File: src/rtl/ram_param_if.sv
// ram_param_if -- bus bundle for the ram_param single-port RAM.
// Optional RAM_PARITY_EN macro adds the par_err return signal.
// Access semantics: the master presents en/we/address/data_in and they are
// sampled on the rising edge; valid is a one-cycle pulse marking the cycle in
// which data_out carries the result of that access. There is no ready: an
// access in IDLE is always taken, an access while busy=1 is silently dropped.
interface ram_param_if #(
    parameter int DATA_W = 8,
    parameter int ADDR_W = 4
);
    logic              en;
    logic              we;
    logic [ADDR_W-1:0] address;
    logic [DATA_W-1:0] data_in;
    logic              clr;
    logic [DATA_W-1:0] data_out;
    logic              valid;
    logic              busy;
    logic              state_dbg;
`ifdef RAM_PARITY_EN
    logic              par_err;

    modport master (
        output en, we, address, data_in, clr,
        input  data_out, valid, busy, state_dbg, par_err
    );
    modport slave (
        input  en, we, address, data_in, clr,
        output data_out, valid, busy, state_dbg, par_err
    );
`else
    modport master (
        output en, we, address, data_in, clr,
        input  data_out, valid, busy, state_dbg
    );
    modport slave (
        input  en, we, address, data_in, clr,
        output data_out, valid, busy, state_dbg
    );
`endif
endinterface

File: src/rtl/ram_param.sv
// ram_param -- DEPTH x DATA_W register-array RAM with registered read/write-back
// data, a one-cycle valid pulse and a self-timed clear sweep.
// Optional RAM_PARITY_EN macro stores an even-parity bit per word and reports
// a mismatch on reads through par_err.
// The array itself is never reset; only control state and outputs are.
module ram_param #(
    parameter int DATA_W = 8,
    parameter int ADDR_W = 4
) (
    input  logic        clk,
    input  logic        res,
    ram_param_if.slave  bus
);
    localparam int DEPTH = 1 << ADDR_W;

    typedef enum logic {
        IDLE  = 1'b0,
        CLEAR = 1'b1
    } state_t;

    state_t            state_q, state_d;
    logic [ADDR_W-1:0] cnt_q, cnt_d;
    logic [DATA_W-1:0] data_out_q, data_out_d;
    logic              valid_q, valid_d;

    logic [DATA_W-1:0] mem [DEPTH];

    logic              access;
    logic              sweep;
    logic              sweep_last;
    logic              mem_we;
    logic [ADDR_W-1:0] mem_waddr;
    logic [DATA_W-1:0] mem_wdata;

`ifdef RAM_PARITY_EN
    logic              par_mem [DEPTH];
    logic              mem_wpar;
    logic              par_err_q, par_err_d;
`endif

    // Sweep ends on the cycle that clears the top word
    assign sweep_last = (cnt_q == {ADDR_W{1'b1}});

    // FSM state register
    always_ff @(posedge clk or negedge res) begin
        if (!res) state_q <= IDLE;
        else      state_q <= state_d;
    end

    // FSM next state: clr wins over any access in IDLE; CLEAR runs DEPTH cycles
    always_comb begin
        state_d = state_q;
        case (state_q)
            IDLE:    if (bus.clr)    state_d = CLEAR;
            CLEAR:   if (sweep_last) state_d = IDLE;
            default:                 state_d = IDLE;
        endcase
    end

    // FSM outputs: an access is only taken in IDLE without a competing clr
    always_comb begin
        access = 1'b0;
        sweep  = 1'b0;
        case (state_q)
            IDLE:    access = bus.en && !bus.clr;
            CLEAR:   sweep  = 1'b1;
            default: ;
        endcase
    end

    // Sweep counter advances only while clearing; natural wrap returns it to 0
    always_comb begin
        cnt_d = cnt_q;
        if (sweep) cnt_d = cnt_q + 1'b1;
    end

    // Sweep counter register
    always_ff @(posedge clk or negedge res) begin
        if (!res) cnt_q <= '0;
        else      cnt_q <= cnt_d;
    end

    // Output data: write-first on writes, array word on reads, hold otherwise
    always_comb begin
        data_out_d = data_out_q;
        valid_d    = 1'b0;
        if (access) begin
            valid_d    = 1'b1;
            data_out_d = bus.we ? bus.data_in : mem[bus.address];
        end
    end

    // Output data registers
    always_ff @(posedge clk or negedge res) begin
        if (!res) begin
            data_out_q <= '0;
            valid_q    <= 1'b0;
        end else begin
            data_out_q <= data_out_d;
            valid_q    <= valid_d;
        end
    end

    // Array write port: sweep zeroes cnt_q, otherwise an accepted write
    always_comb begin
        mem_we    = 1'b0;
        mem_waddr = bus.address;
        mem_wdata = bus.data_in;
        if (sweep) begin
            mem_we    = 1'b1;
            mem_waddr = cnt_q;
            mem_wdata = '0;
        end else if (access && bus.we) begin
            mem_we = 1'b1;
        end
    end

    // Storage array, deliberately without reset so contents survive res
    always_ff @(posedge clk) begin
        if (mem_we) mem[mem_waddr] <= mem_wdata;
    end

`ifdef RAM_PARITY_EN
    // Parity write value and read-side mismatch flag (reads only)
    always_comb begin
        mem_wpar  = sweep ? 1'b0 : ^bus.data_in;
        par_err_d = 1'b0;
        if (access && !bus.we)
            par_err_d = (par_mem[bus.address] != ^mem[bus.address]);
    end

    // Parity bit storage, written alongside the data word
    always_ff @(posedge clk) begin
        if (mem_we) par_mem[mem_waddr] <= mem_wpar;
    end

    // Parity error register, aligned with valid
    always_ff @(posedge clk or negedge res) begin
        if (!res) par_err_q <= 1'b0;
        else      par_err_q <= par_err_d;
    end

    assign bus.par_err = par_err_q;
`endif

    assign bus.data_out  = data_out_q;
    assign bus.valid     = valid_q;
    assign bus.busy      = (state_q == CLEAR);
    assign bus.state_dbg = state_q;

endmodule

File: src/flat_wrapper.sv
// flat-port wrapper written by rule: the top's interface ports become plain ports
module ram_param_flat 
#(
    parameter int DATA_W = 8,
    parameter int ADDR_W = 4
)
  (clk, res, bus_en, bus_we, bus_address, bus_data_in, bus_clr, bus_data_out, bus_valid, bus_busy, bus_state_dbg);
  ram_param_if #(.DATA_W(DATA_W), .ADDR_W(ADDR_W)) bus_i ();
  input  logic clk;
  input  logic res;
  input wire logic [$bits(bus_i.en)-1:0] bus_en;
  input wire logic [$bits(bus_i.we)-1:0] bus_we;
  input wire logic [$bits(bus_i.address)-1:0] bus_address;
  input wire logic [$bits(bus_i.data_in)-1:0] bus_data_in;
  input wire logic [$bits(bus_i.clr)-1:0] bus_clr;
  output wire logic [$bits(bus_i.data_out)-1:0] bus_data_out;
  output wire logic [$bits(bus_i.valid)-1:0] bus_valid;
  output wire logic [$bits(bus_i.busy)-1:0] bus_busy;
  output wire logic [$bits(bus_i.state_dbg)-1:0] bus_state_dbg;
  assign bus_i.en = bus_en;
  assign bus_i.we = bus_we;
  assign bus_i.address = bus_address;
  assign bus_i.data_in = bus_data_in;
  assign bus_i.clr = bus_clr;
  assign bus_data_out = bus_i.data_out;
  assign bus_valid = bus_i.valid;
  assign bus_busy = bus_i.busy;
  assign bus_state_dbg = bus_i.state_dbg;
  ram_param #(.DATA_W(DATA_W), .ADDR_W(ADDR_W)) u_core (.clk(clk), .res(res), .bus(bus_i));
endmodule
File: config.mk
export PLATFORM = sky130hd
export DESIGN_NAME = ram_param_flat
export DESIGN_NICKNAME = d
export VERILOG_FILES = /design/src/rtl/ram_param_if.sv /design/src/rtl/ram_param.sv /design/src/flat_wrapper.sv
export SDC_FILE = /design/constraint.sdc
export NUM_CORES = 1
export LEC_CHECK = 0
export ABC_AREA = 1
export CAP_MARGIN = 30
export CORE_MARGIN = 3
export CORE_UTILIZATION = 30
export CTS_BUF_LIST = sky130_fd_sc_hd__clkbuf_4
export DETAILED_ROUTE_END_ITERATION = 10
export HOLD_SLACK_MARGIN = 0.02
export PLACE_DENSITY = 0.56
export SETUP_SLACK_MARGIN = 0.3
export SYNTH_ARGS = -nofsm -noshare
export SYNTH_HDL_FRONTEND = slang
export SYNTH_SLANG_ARGS = --single-unit
export TNS_END_PERCENT = 100
File: constraint.sdc
create_clock -name clk -period 2 [get_ports clk]
set_input_delay 0.6 -clock clk [delete_from_list [all_inputs] [get_ports clk]]
set_output_delay 0.6 -clock clk [all_outputs]
set_load 0.02 [all_outputs]
==> summary.md <==
| Metric | Value |
|---|---|
| Status | finished clean |
| Core area | just over 0.02 mm² |
| Comb power frac | 0.417 |
| Simple-Gate Fraction of Synth Area | 0.243 |
| Total grt overflow | 0 |
| Root Driver | clkbuf_4 |
| EDFF count, synth | 128 |
| Syn Std Cell Area | 0.00638 mm² |
| Synth Area in Compound Gates | 0.0149 |
| Static Leak | 3.48 nW |
| Die Span Y | 152 µm |
| #FFs+latches synth | 142 |
| Port buffer count | 27 |
| RSZ-0062 raised after global routing | true |
| DP Wirelength | roughly 11 mm |
| Setup violations, final | 0 |
| YS warnings | 0 |
| Synth Flop Type | edfxtp_1 |
| Die Span X | ~150 µm |
| Final instance area | 0.00816 mm² |
| Crit path max fanout | 8 |
| Final Slew Violations | 0 |
| Power density over the cells | 1260 mW/mm² |
| Number of vias per cell | 4.57 |
| Vias in the first global route | between 4000 and 5000 |
| CP arrival | 2.08 ns |
| Mapped Nets | 666 |
| Startpoint class of the critical path | register |
| Most frequent cells in the layout | nand2_1 (198), edfxtp_1 (128), nand3_1 (88) |
| Reg power frac | 0.418 |
| Site Rows | 52 |
| Fin nets | around 750 |
| Cts bufs inserted | 17 |
| Antenna Nets Post-Route | 0 |
| XOR/XNOR share of the synthesized area | 0.00137 |
| Worst EP required | 2.23 ns |
| Endpoints failing hold | 0 |
| Layout cell share with drive strength beyond 1 | 0.235 |
| Net Sw Frac | 0.390 |
| Min-Delay Path Class | input pin to async pin |
| Mapped Cells | 648 |
| Antenna cells | 0 |
| Initial antenna violation count | 0 |
| Finished Layout Cells | 1011 |
| Least-Margin Pin Slew | 0.304 ns |
| Reg2reg path depth | 9 |
| Skew-Pair Late Insertion Delay | 0.55 ns |
| Fmax | 540 MHz |
| Main combinational cell family by area after synthesis | simple AND/OR/NAND/NOR gates |
| Vias | 4621 |
| Clock buffer depth | 2 |
| Routability congestion estimate | 0.828 |
| # clock sinks | 142 |
| CTS tree | done |
| WS Path Type | register to register |
| Area grow syn2layout | 27.9% |
| Maxcap violations | 0 |
| H-tree depth | 4 |
| Clock-pin transition on the worst setup and hold timing paths | 0.14 ns |
| Clk pwr share | 0.165 |
| Period utilization | 0.926 |
| Relative slew slack | 0.797 |
| Netlist cell types | 27 |
| GRT Util Overall | 0.143 |
| Largest net degree at the start of global routing | 38 |
| R2r startpoint | u_core.bus.busy$_DFF_PN0_ |
| Final WL | 16.6 mm |
| Worst Skew | 0.0247 ns |
| Iteration-0 DRC Markers | 524 |
| WL/cell | 16.4 µm |
| Hold_buf cts | 0 |
| Drt pass-1 iters | 5 |
| Worst Setup SP | u_core.bus.busy$_DFF_PN0_ |
| Full die area | approximately 0.023 mm² |
| Maximum vdd drop | 0.000539 V |
| Adder-cell share of the synthesized area | 0.00196 |
| Placed cells | around 960 |
| FFs w/ async S/R, synth | 0.0986 |
| I/O pin cnt | 28 |
| Sequential area share after synthesis | 0.657 |
| Post-synthesis mux area share | 0 |
| Min Tclk post-route | 1.85 ns |
| Most common cell after layout, fill and taps aside | nand2_1 |
| Initial cell density of the core | 0.310 |
| DRC | 0 |
| Area of placed instances | 0.00741 mm² |
| Mean Syn Cell Area | 9.85 µm² |
| First-pass GRT wire length | 25.5 mm |
| Crit end category | register |
| Internal | 0.00629 W |
| Switching power | 0.00402 W |
cell families after synthesis:
| logic type | count (synthesis) |
|---|---|
| AO/OA/AOI/OAI | 16 |
| XOR/XNOR | 1 |
| flip-flops | 142 |
| AND/OR/NAND/NOR | 366 |
| buffers and inverters | 122 |
| adder cells (fa/ha/maj) | 1 |
routing by layer:
layer  GRT usage  wire [µm]  vias to the layer above
met3      0.0321        807                       22
li1            -          -                     2271
met2       0.226       7860                      121
met5           0          0                        -
met1       0.200       7650                     2207
met4      0.0398        239                        0
power by group through the flow:
stage / Combinational [W] / Clock (W) / Sequential (W)
finish: 0.00430 / 0.00170 / 0.00431
floorplan: 0.00197 / 0 / 0.00442
detailed placement: 0.00321 / 0 / 0.00438
global route: 0.00460 / 0.00190 / 0.00437
CTS: 0.00382 / 0.00174 / 0.00430
global placement: 0.00320 / 0 / 0.00437
synthesized netlist by cell type, types with 2 or more instances:
| cell type | number | area (µm²) |
|---|---|---|
| o21ai_1 | 2 | 10.0 |
| buf_4 | 10 | 75.1 |
| clkbuf_1 | 5 | 18.8 |
| buf_2 | 10 | 50.1 |
| nor2_1 | 41 | 154 |
| inv_1 | 87 | 327 |
| buf_6 | 2 | 22.5 |
| o21ai_0 | 11 | 55.1 |
| inv_2 | 6 | 22.5 |
| nand2_1 | 214 | 803 |
| dfrtp_1 | 14 | 350 |
| nand3_1 | 102 | 510 |
| nand2_2 | 3 | 18.8 |
| edfxtp_1 | 128 | 3840 |
sequential cells by signal, indices dropped and copies added, names as in the netlist:
register and count:
u_core.mem 128, u_core.bus.data_out 8, u_core.cnt_q 4, u_core.bus.busy 1
u_core.bus.valid 1
cell type report:
type	count	area, µm²
Timing Repair Buffer	88	937
Sequential cell	142	4200
Multi-Input combinational cell	385	2060
Fill cell	2036	12400
Clock buffer	17	128
Clock inverter	15	128
Inverter	94	379
Tap cell	270	338
critical path: stages, from the launching register on:
cell and delay, ns:
dfrtp_2 0.43, buf_6 0.13, buf_4 0.13, buf_8 0.13
nand2_4 0.07, nand2_4 0.06, nand2_4 0.10, buf_8 0.14
nand2_8 0.09, nor2_4 0.24
final timing paths:
kind                                                 endpoint  slack [ns]
max                                u_core.mem[0][7]$_DFFE_PP_        0.15
min                        u_core.bus.data_out[5]$_DFFE_PN0P_        0.33
max reg2reg                        u_core.mem[0][7]$_DFFE_PP_        0.15
min reg2reg                u_core.bus.data_out[4]$_DFFE_PN0P_        0.53
max in group asynchronous           u_core.bus.busy$_DFF_PN0_        1.49
min in group clk           u_core.bus.data_out[4]$_DFFE_PN0P_        0.53
through the flow:
step	total power [W]	setup slack (ns)	hold WS [ns]	utilization	setup TNS, ns
after floorplan	0.00639	0.137	0.304	-	0
final	0.0103	0.149	0.331	0.397	0
after global routing	0.0109	0.0891	0.315	0.397	0
after CTS	0.00986	0.135	0.306	0.385	0
after global placement	0.00757	-0.379	0.468	0.360	-44.22
after detailed placement	0.00759	-0.380	0.468	0.360	-43.09
what timing repair did:
item,4_1_cts,5_1_grt
pin swaps,16,24
resized for setup,84,41
setup buffers,11,6
endpoints found under the setup margin,139,147
cloned,0,1
(Power assumes the default switching activity.)
